File: src/rtl/demux_pkg.sv
// ============================================================================
// Module      : demux_pkg
// Description : Shared channel count, select width and select type for the
//               1-to-4 stream demultiplexer.
// Revision    : 1.0
// ============================================================================
`default_nettype none

package demux_pkg;

  localparam int NUM_CH = 4;
  localparam int SEL_W  = 2;

  typedef logic [SEL_W-1:0] sel_t;

endpackage : demux_pkg

`default_nettype wire

File: src/rtl/demux_slot.sv
// ============================================================================
// Module      : demux_slot
// Description : One-entry valid/data holding register for a single channel.
// Revision    : 1.0
// ============================================================================
`default_nettype none

module demux_slot #(
  parameter int W = 8
) (
  input  logic         clk,
  input  logic         rst_n,
  input  logic         load,
  input  logic         drain,
  input  logic [W-1:0] d,
  output logic         valid,
  output logic [W-1:0] q
);

  logic         r_valid;
  logic [W-1:0] r_data;

  // A load wins over a drain so a same-cycle drain and refill keeps the slot full.
  always_ff @(posedge clk or negedge rst_n) begin
    if (!rst_n) begin
      r_valid <= 1'b0;
      r_data  <= '0;
    end else if (load) begin
      r_valid <= 1'b1;
      r_data  <= d;
    end else if (drain) begin
      r_valid <= 1'b0;
    end
  end

  assign valid = r_valid;
  assign q     = r_data;

endmodule : demux_slot

`default_nettype wire

File: src/rtl/demux4_stream.sv
// ============================================================================
// Module      : demux4_stream
// Description : Registered 1-to-4 valid/ready stream demultiplexer with
//               per-channel delivery counters.
// Revision    : 1.0
// ============================================================================
`default_nettype none

module demux4_stream
  import demux_pkg::*;
#(
  parameter int W     = 8,
  parameter int CNT_W = 8
) (
  input  logic                    clk,
  input  logic                    rst_n,
  input  logic                    in_valid,
  output logic                    in_ready,
  input  sel_t                    in_sel,
  input  logic [W-1:0]            in_data,
  output logic [NUM_CH-1:0]       out_valid,
  input  logic [NUM_CH-1:0]       out_ready,
  output logic [NUM_CH*W-1:0]     out_data,
  output logic [NUM_CH*CNT_W-1:0] cnt
);

  logic              w_accept;
  logic [NUM_CH-1:0] w_load;
  logic [NUM_CH-1:0] w_drain;

  // Ready looks through to the selected consumer so a full channel can refill
  // in the same cycle it drains.
  assign in_ready = ~out_valid[in_sel] | out_ready[in_sel];
  assign w_accept = in_valid & in_ready;

  generate
    for (genvar c = 0; c < NUM_CH; c++) begin : g_ch
      logic [CNT_W-1:0] r_cnt;

      assign w_load[c]  = w_accept & (in_sel == sel_t'(c));
      assign w_drain[c] = out_valid[c] & out_ready[c];

      demux_slot #(
        .W(W)
      ) u_slot (
        .clk   (clk),
        .rst_n (rst_n),
        .load  (w_load[c]),
        .drain (w_drain[c]),
        .d     (in_data),
        .valid (out_valid[c]),
        .q     (out_data[c*W +: W])
      );

      always_ff @(posedge clk or negedge rst_n) begin
        if (!rst_n) begin
          r_cnt <= '0;
        end else if (w_drain[c]) begin
          r_cnt <= r_cnt + CNT_W'(1);
        end
      end

      assign cnt[c*CNT_W +: CNT_W] = r_cnt;
    end
  endgenerate

endmodule : demux4_stream

`default_nettype wire
File: config.mk
export PLATFORM = sky130hd
export DESIGN_NAME = demux4_stream
export DESIGN_NICKNAME = d
export VERILOG_FILES = /design/src/rtl/demux_pkg.sv /design/src/rtl/demux_slot.sv /design/src/rtl/demux4_stream.sv
export SDC_FILE = /design/constraint.sdc
export NUM_CORES = 1
export LEC_CHECK = 0
export BUFFER_PORTS_ARGS = -buffer_cell sky130_fd_sc_hd__buf_4
export CAP_MARGIN = 20
export CORE_ASPECT_RATIO = 1.4
export CORE_UTILIZATION = 51
export DETAILED_ROUTE_END_ITERATION = 10
export MAX_ROUTING_LAYER = met4
export PLACE_DENSITY = 0.81
export SLEW_MARGIN = 20
export SYNTH_ARGS = -nofsm -noshare
export SYNTH_HDL_FRONTEND = slang
export SYNTH_SLANG_ARGS = --single-unit
export TNS_END_PERCENT = 30
File: constraint.sdc
create_clock -name clk -period 1.9 [get_ports clk]
set_clock_uncertainty 0.1 [all_clocks]
set_input_delay 0.095 -clock clk [delete_from_list [all_inputs] [get_ports clk]]
set_output_delay 0.095 -clock clk [all_outputs]
set_load 0.02 [all_outputs]
==> metrics.yaml, run 1 <==
route.met2.wl_um: 3110
crit_required_ns: 1.70
crit_arrival_ns: 1.62
gp_congestion: 0.785
startpoint_type: "input port"
fp.dieW_um: 64.6
swShare: 0.329
hold_viol: 0
hpwl_um: 4100
power_frac_seq: 0.422
cts_root_buffer: "clkbuf_8"
vias_per_cell: 5.13
rsz0062_at_grt: "no"
dieArea_um2: 5800
ys.flop_type: "dfrtp_1"
track_usage: 0.232
initialDrtViolationCount: 107
wl_met1_um: 2440
cts_buffer_depth: 2
cts_sinks: 68
crit_type: "input port to output port"
seq_area_frac_synth: 0.608
rows: 31
power_frac_comb: 0.307
syn_avg_cell_area_um2: 13.9
fp.coreArea_um2: 5240
synth_cell_types: 25
wl_per_cell_um: 15.6
cts_buffers: 9
cp-end-kind: "output port"
finalPower_mw: 4.98
relSlewSlack: 0.645
boundaryPins: 86
fin_crit_sh: 0.958
grt_pass1_wl_um: 9530
fin_crit_ns: 1.82
yosysWarningCount: 0
synth_area_um2: 2800
die_h_um: 89.7
num_vias: 1953
setup_violations: 0
synth_edf_count: 0
antenna_found_initial: 0
internal-power_mw: 3.34
peakVddDrop_uv: 780
wl_um: 5940
syn_to_final_growth_pct: 39.8
cts_tree: "done"
yosysMostFrequentCell: "dfrtp_1"
grt_max_degree: 42
maxCapViolations: 0
clkLatencyLatePin_ns: 0.33
yosys.area.top_type: "dfrtp_1"
ys_ff_latch: 68
ys_async_sr_fraction: 1.00
final_layout_size_suffix_gt1_frac: 0.457
num_antenna_cells: 0
synth_common_cells: "dfrtp_1, mux2_2, xnor2_1, nand2_1, nand4_1"
initial_core_util: 0.535
drv_slew: 0
p_sw_mw: 1.64
htree_num_levels: 3
power_density_nw_per_um2: 1270
top_layer_used: "met4"
synth_nets: 222
synth_top_cell_area_share: 0.608
leakage_nw: 1.84
fmax_mhz: 550
pwr-share-clk: 0.271
grt_pass1_vias: 1975
grt_overflow_total: 0
nets: 331
wl_met3_um: 284
tightest_slew_ns: 0.532
path_max_fanout: 4
finalSetupTns_ns: 0
synth.area.top_cells: "dfrtp_1, mux2_2, xnor2_1"
rrSetupSlack_ns: 0.28
firstDrtPassIters: 4
clk_pin_slew_ns: 0.07
io_buffers: 85
drc: 0
nFillCells: 359
status: "complete, no violations"
ant_nets: 0
hold_path.class: "input port to flip-flop"
synthCells: 201
[critical path, cell delays in order]
cell,delay [ns]
dlygate4sd3_1,0.53
buf_4,0.14
nand2b_1,0.17
mux4_1,0.50
buf_4,0.17
[routing by layer]
layer,track usage,vias to the layer above
li1,-,907
met1,0.263,977
met2,0.383,60
met3,0.0694,9
met4,0.0970,0
met5,-,-
[kinds of logic after synthesis]
| family | Yosys count | synth area share |
|---|---|---|
| XOR/XNOR | 28 | 0.0876 |
| adder cells (fa/ha/maj) | 4 | 0.0179 |
| buffers and inverters | 10 | 0.0219 |
| multiplexers | 37 | 0.154 |
| AND/OR/NAND/NOR | 53 | 0.109 |
| flip-flops | 68 | 0.608 |
| AO/OA/AOI/OAI | 1 | 0.00179 |
[per-stage QoR]
step	utilization	hold slack, ns	std cells	cell area, µm²	setup WS (ns)
global placement	0.669	0.0121	347	3500	0.282
floorplan	-	-0.301	201	2800	0.368
detailed placement	0.669	0.0131	347	3500	0.221
finish	0.748	0.0166	381	3920	0.0807
CTS	0.748	0.0196	381	3920	0.0774
global route	0.748	0.0366	381	3920	0.0349
[what timing repair did]
item	4_1_cts	5_1_grt
hold buffers	17	0
endpoints found under the setup margin	1	0
resized for setup	0	0
setup buffers	1	0
endpoints found under the hold margin	78	0
[final cells by class]
type,instances,area [µm²],area share
clock buffer,11,151,0.0387
clock inverter,5,83.8,0.0214
inverter,2,7.51,0.00192
multi-input combinational,123,1040,0.265
sequential,68,1700,0.435
tap,66,82.6,0.0211
timing repair buffer,106,851,0.217
[power by group through the flow]
stage               logic, mW  registers [mW]  clock network, mW
floorplan               0.424            2.47                  0
global placement         1.47            2.11                  0
detailed placement       1.51            2.13                  0
CTS                      1.54            2.10               1.38
global route             1.64            2.15               1.44
finish                   1.53            2.10               1.35
[layout by cell type (no fill, tap or decap), drive strengths merged, types with 2 or more instances in the layout]
cell type and instances:
dlygate4sd3 17, xnor2 24, and3 5, nand3 3
nand2 15, buf 89, and2 2, and4 2
nand4 12, nand2b 3, nor2 4, clkbuf 11
mux2 36, nor2b 2, inv 2, clkinvlp 2
ha 4, dfrtp 68, bufinv 2, xor2 4
or3b 2
[path summary, 6_finish.rpt]
path | depth (start not counted) | end | startpoint
worst max-delay path | 5 | in_ready | out_ready[0]
worst min-delay path | 3 | g_ch[2].u_slot.valid | out_ready[2]
worst max register to register | 3 | g_ch[1].u_slot.q[2] | g_ch[1].u_slot.valid
worst min register to register | 1 | g_ch[0].r_cnt[7] | g_ch[0].r_cnt[7]
max in group asynchronous | 3 | g_ch[2].u_slot.q[0] | rst_n
min in group asynchronous | 2 | g_ch[0].r_cnt[5] | rst_n
[state kept, by name (all words and copies together) (netlist names)]
register,flops
g_ch.u_slot.valid,4
g_ch.u_slot.q,32
g_ch.r_cnt,32
No activity file was read; power rests on OpenSTA's default activity.
==> inputs of run 2 (changes only) <==
--- a/config.mk
+++ b/config.mk
@@ -5,10 +5,11 @@
 export SDC_FILE = /design/constraint.sdc
 export NUM_CORES = 1
 export LEC_CHECK = 0
+export ABC_AREA = 1
 export BUFFER_PORTS_ARGS = -buffer_cell sky130_fd_sc_hd__buf_4
 export CAP_MARGIN = 20
 export CORE_ASPECT_RATIO = 1.4
-export CORE_UTILIZATION = 51
+export CORE_UTILIZATION = 52
 export DETAILED_ROUTE_END_ITERATION = 10
 export MAX_ROUTING_LAYER = met4
 export PLACE_DENSITY = 0.81
==> run 2 against run 1 <==
  * Critical path depth up 2
  * Total power fell by 2.5%
  * Count of clock-buffer cells in the layout up 2
  * Register-to-register slack improved by 0.13 ns
  * Synthesized cell count grew 63%
  * Via count increased by 32%
  * Combinational power rose by 12%
  * Critical path type unchanged
  * Highest routed layer unchanged
==> metrics.yaml, run 2 <==
die_h_um: 94.3  # +5.1%
ant_nets: 0  # unchanged
hpwl_um: 4790  # +17%
status: "complete, no violations"
yosysMostFrequentCell: "nand2_1"
cts_hold_buf: 13  # -4
cts_sinks: 68  # unchanged
syn_avg_cell_area_um2: 9.64  # -31%
ys.flop_type: "dfrtp_1"
cts_buffer_depth: 2  # unchanged
num_vias: 2571  # +32%
leakage_nw: 2.20  # +19%
drc: 0  # unchanged
crit_required_ns: 1.70  # about the same
rr_worst_depth: 8  # +5
rows: 33  # +6.5%
fmax_mhz: 582  # +5.9%
power_frac_seq: 0.435  # +0.013
drv_slew: 0  # unchanged
crit_start: "out_ready[3]"
synth_common_cells: "nand2_1, dfrtp_1, nand4_1, inv_1, xor2_1"
htree_num_levels: 3  # unchanged
holdPathStages: 4  # +1
clk_pin_slew_ns: 0.07  # about the same
initialDrtViolationCount: 145  # +36%
synthCells: 328  # +63%
clkLatencyLatePin_ns: 0.33  # about the same
hold_viol: 0  # unchanged
track_usage: 0.238  # +0.00677
initial_core_util: 0.539  # +0.00471
cts_resized: 0  # unchanged
power_frac_comb: 0.352  # +0.045
num_antenna_cells: 0  # unchanged
hold_path.class: "input port to flip-flop"
firstDrtPassIters: 4  # unchanged
antenna_found_initial: 0  # unchanged
wl_per_cell_um: 13.5  # -13%
wl_um: 6770  # +14%
crit_type: "input port to output port"
r2r_start: "g_ch[3].u_slot.valid"
crit_arrival_ns: 1.52  # -0.10 ns
gp_congestion: 0.817  # +4.1%
dieArea_um2: 6400  # +10%
cts_tree: "done"
relSlewSlack: 0.683  # +0.0382
ys_ff_latch: 68  # unchanged
vias_per_cell: 5.14  # +0.31%
mostFrequentLayoutCell: "nand2_1"
startpoint_type: "input port"
synth_cell_types: 30  # +20%
maxCapViolations: 0  # unchanged
synth_top_cell_area_share: 0.538  # -0.0697
power_density_nw_per_um2: 1190  # -6.8%
holdPathEnd: "g_ch[0].u_slot.q[3]"
nets: 447  # +35%
tightest_slew_ns: 0.475  # -0.0572 ns
seq_area_frac_synth: 0.538  # -0.0697
peakVddDrop_uv: 767  # -1.6%
yosys.area.top_type: "dfrtp_1"
synth_nets: 349  # +57%
cts_buffers: 9  # unchanged
r2r_end: "g_ch[2].u_slot.q[2]"
fin_util: 0.698  # -0.0496
swShare: 0.369  # +0.0392
cts_root_buffer: "clkbuf_8"
setup_violations: 0  # unchanged
final_layout_size_suffix_gt1_frac: 0.279  # -0.178
fp.dieW_um: 67.9  # +5.1%
rrSetupSlack_ns: 0.41  # +0.13 ns
cp-end-kind: "output port"
fp.coreArea_um2: 5860  # +12%
yosysWarningCount: 0  # unchanged
critPathMostFrequentCell: "buf_4"
multi_input_area_um2: 1230  # +19%
synth_area_um2: 3160  # +13%
path_max_fanout: 37  # +33
synth.area.top_cells: "dfrtp_1, nand2_1, nand4_1"
grt_overflow_total: 0  # unchanged
pwr-share-clk: 0.213  # -0.058
nFillCells: 475  # +32%
boundaryPins: 86  # unchanged
post-cts-setup-buffers: 0  # -1
synth_edf_count: 0  # unchanged
hp-start: "in_sel[1]"
io_buffers: 85  # unchanged
ys_async_sr_fraction: 1.00  # unchanged
path_cells: "dlygate4sd3_1 -> buf_4 -> nand3_1 -> nand2_2 -> nor2_4 -> nand2_8 -> buf_4"
internal-power_mw: 3.07  # -8.2%
syn_to_final_growth_pct: 29.4
grt_pass1_vias: 2432  # +23%
max_stage_delay_ns: 0.54  # about the same
seqCellArea_um2: 1700  # unchanged
mostFrequentLayoutCells: "nand2_1, buf_4, dfrtp_1"
fin_crit_ns: 1.72  # -0.102 ns
finalSetupTns_ns: 0  # unchanged
rsz0062_at_grt: "no"
grt_max_degree: 38  # -9.5%
fin_crit_sh: 0.904  # -0.0535
crit_path_top_delay_cell: "dlygate4sd3_1"
grt_pass1_wl_um: 11000  # +15%
p_sw_mw: 1.79  # +9.1%
==> run 2: cell count changes in the layout (fill, tap and decap cells not counted), sizes merged, moves of 11 or more <==
cell | before | now
inv | 2 | 26
xor2 | 4 | 18
xnor2 | 24 | 5
nor2 | 4 | 15
nand2 | 15 | 114
mux2 | 36 | 2
nand3 | 3 | 16
nand4 | 12 | 33
==> run 2: metrics by stage <==
stage          total power [mW]  hold WS [ns]  setup WS, ns  cells  cell area, µm²
2_1_floorplan              3.07        -0.301         0.524    328            3160
3_3_place_gp               3.78       -0.0120         0.441    472            3790
3_5_place_dp               3.84       -0.0110         0.409    472            3790
4_1_cts                    4.90        0.0635         0.188    500            4090
5_1_grt                    5.15        0.0852         0.122    500            4090
6_report                   4.85        0.0650         0.182    500            4090
==> run 2: cell type report <==
class | instances | share of cell area
Tap cell | 70 | 0.0214
Inverter | 27 | 0.0254
Clock buffer | 13 | 0.0388
Clock inverter | 2 | 0.00245
Sequential cell | 68 | 0.416
Multi-Input combinational cell | 220 | 0.302
Timing Repair Buffer | 100 | 0.194
==> run 2: worst max path at each step <==
stage                                to  slack (ns)  depth (start not counted)
CTS                            in_ready        0.19                          7
global route                   in_ready        0.12                          7
detailed placement  g_ch[0].u_slot.q[6]        0.41                          8
floorplan              g_ch[0].r_cnt[6]        0.52                          6
finish                         in_ready        0.18                          7
global placement    g_ch[1].u_slot.q[7]        0.44                          8
==> run 2: critical path: cells and delay by family <==
family | cells | cell delay (ns)
buffers and inverters | 3 | 0.91
AND/OR/NAND/NOR | 4 | 0.50
==> run 2: cell families (layout without fill, tap and decap cells) <==
logic type,count (synthesis),in the layout,share of synthesized area
buf+inv,40,142,0.0716
xor+xnor,23,23,0.0637
mux,2,2,0.00712
compound gates,9,9,0.0158
fa+ha+maj,4,4,0.0158
flops,68,68,0.538
simple gates,182,182,0.288
==> run 2: per-layer routing <==
metal	up-vias	routed length, µm	part of all wire	global-route usage
met5	-	0	0	-
met4	0	173	0.026	0.139
met3	13	307	0.045	0.0364
met2	75	3470	0.51	0.368
met1	1224	2810	0.42	0.292
li1	1259	-	-	-
==> run 2: power groups by stage <==
stage                     combinational (mW)  clock (mW)  sequential (mW)
after floorplan                        0.559           0             2.51
after global placement                  1.66           0             2.12
after detailed placement                1.71           0             2.13
after CTS                               1.73        1.05             2.11
after global routing                    1.87        1.11             2.17
final                                   1.71        1.03             2.11
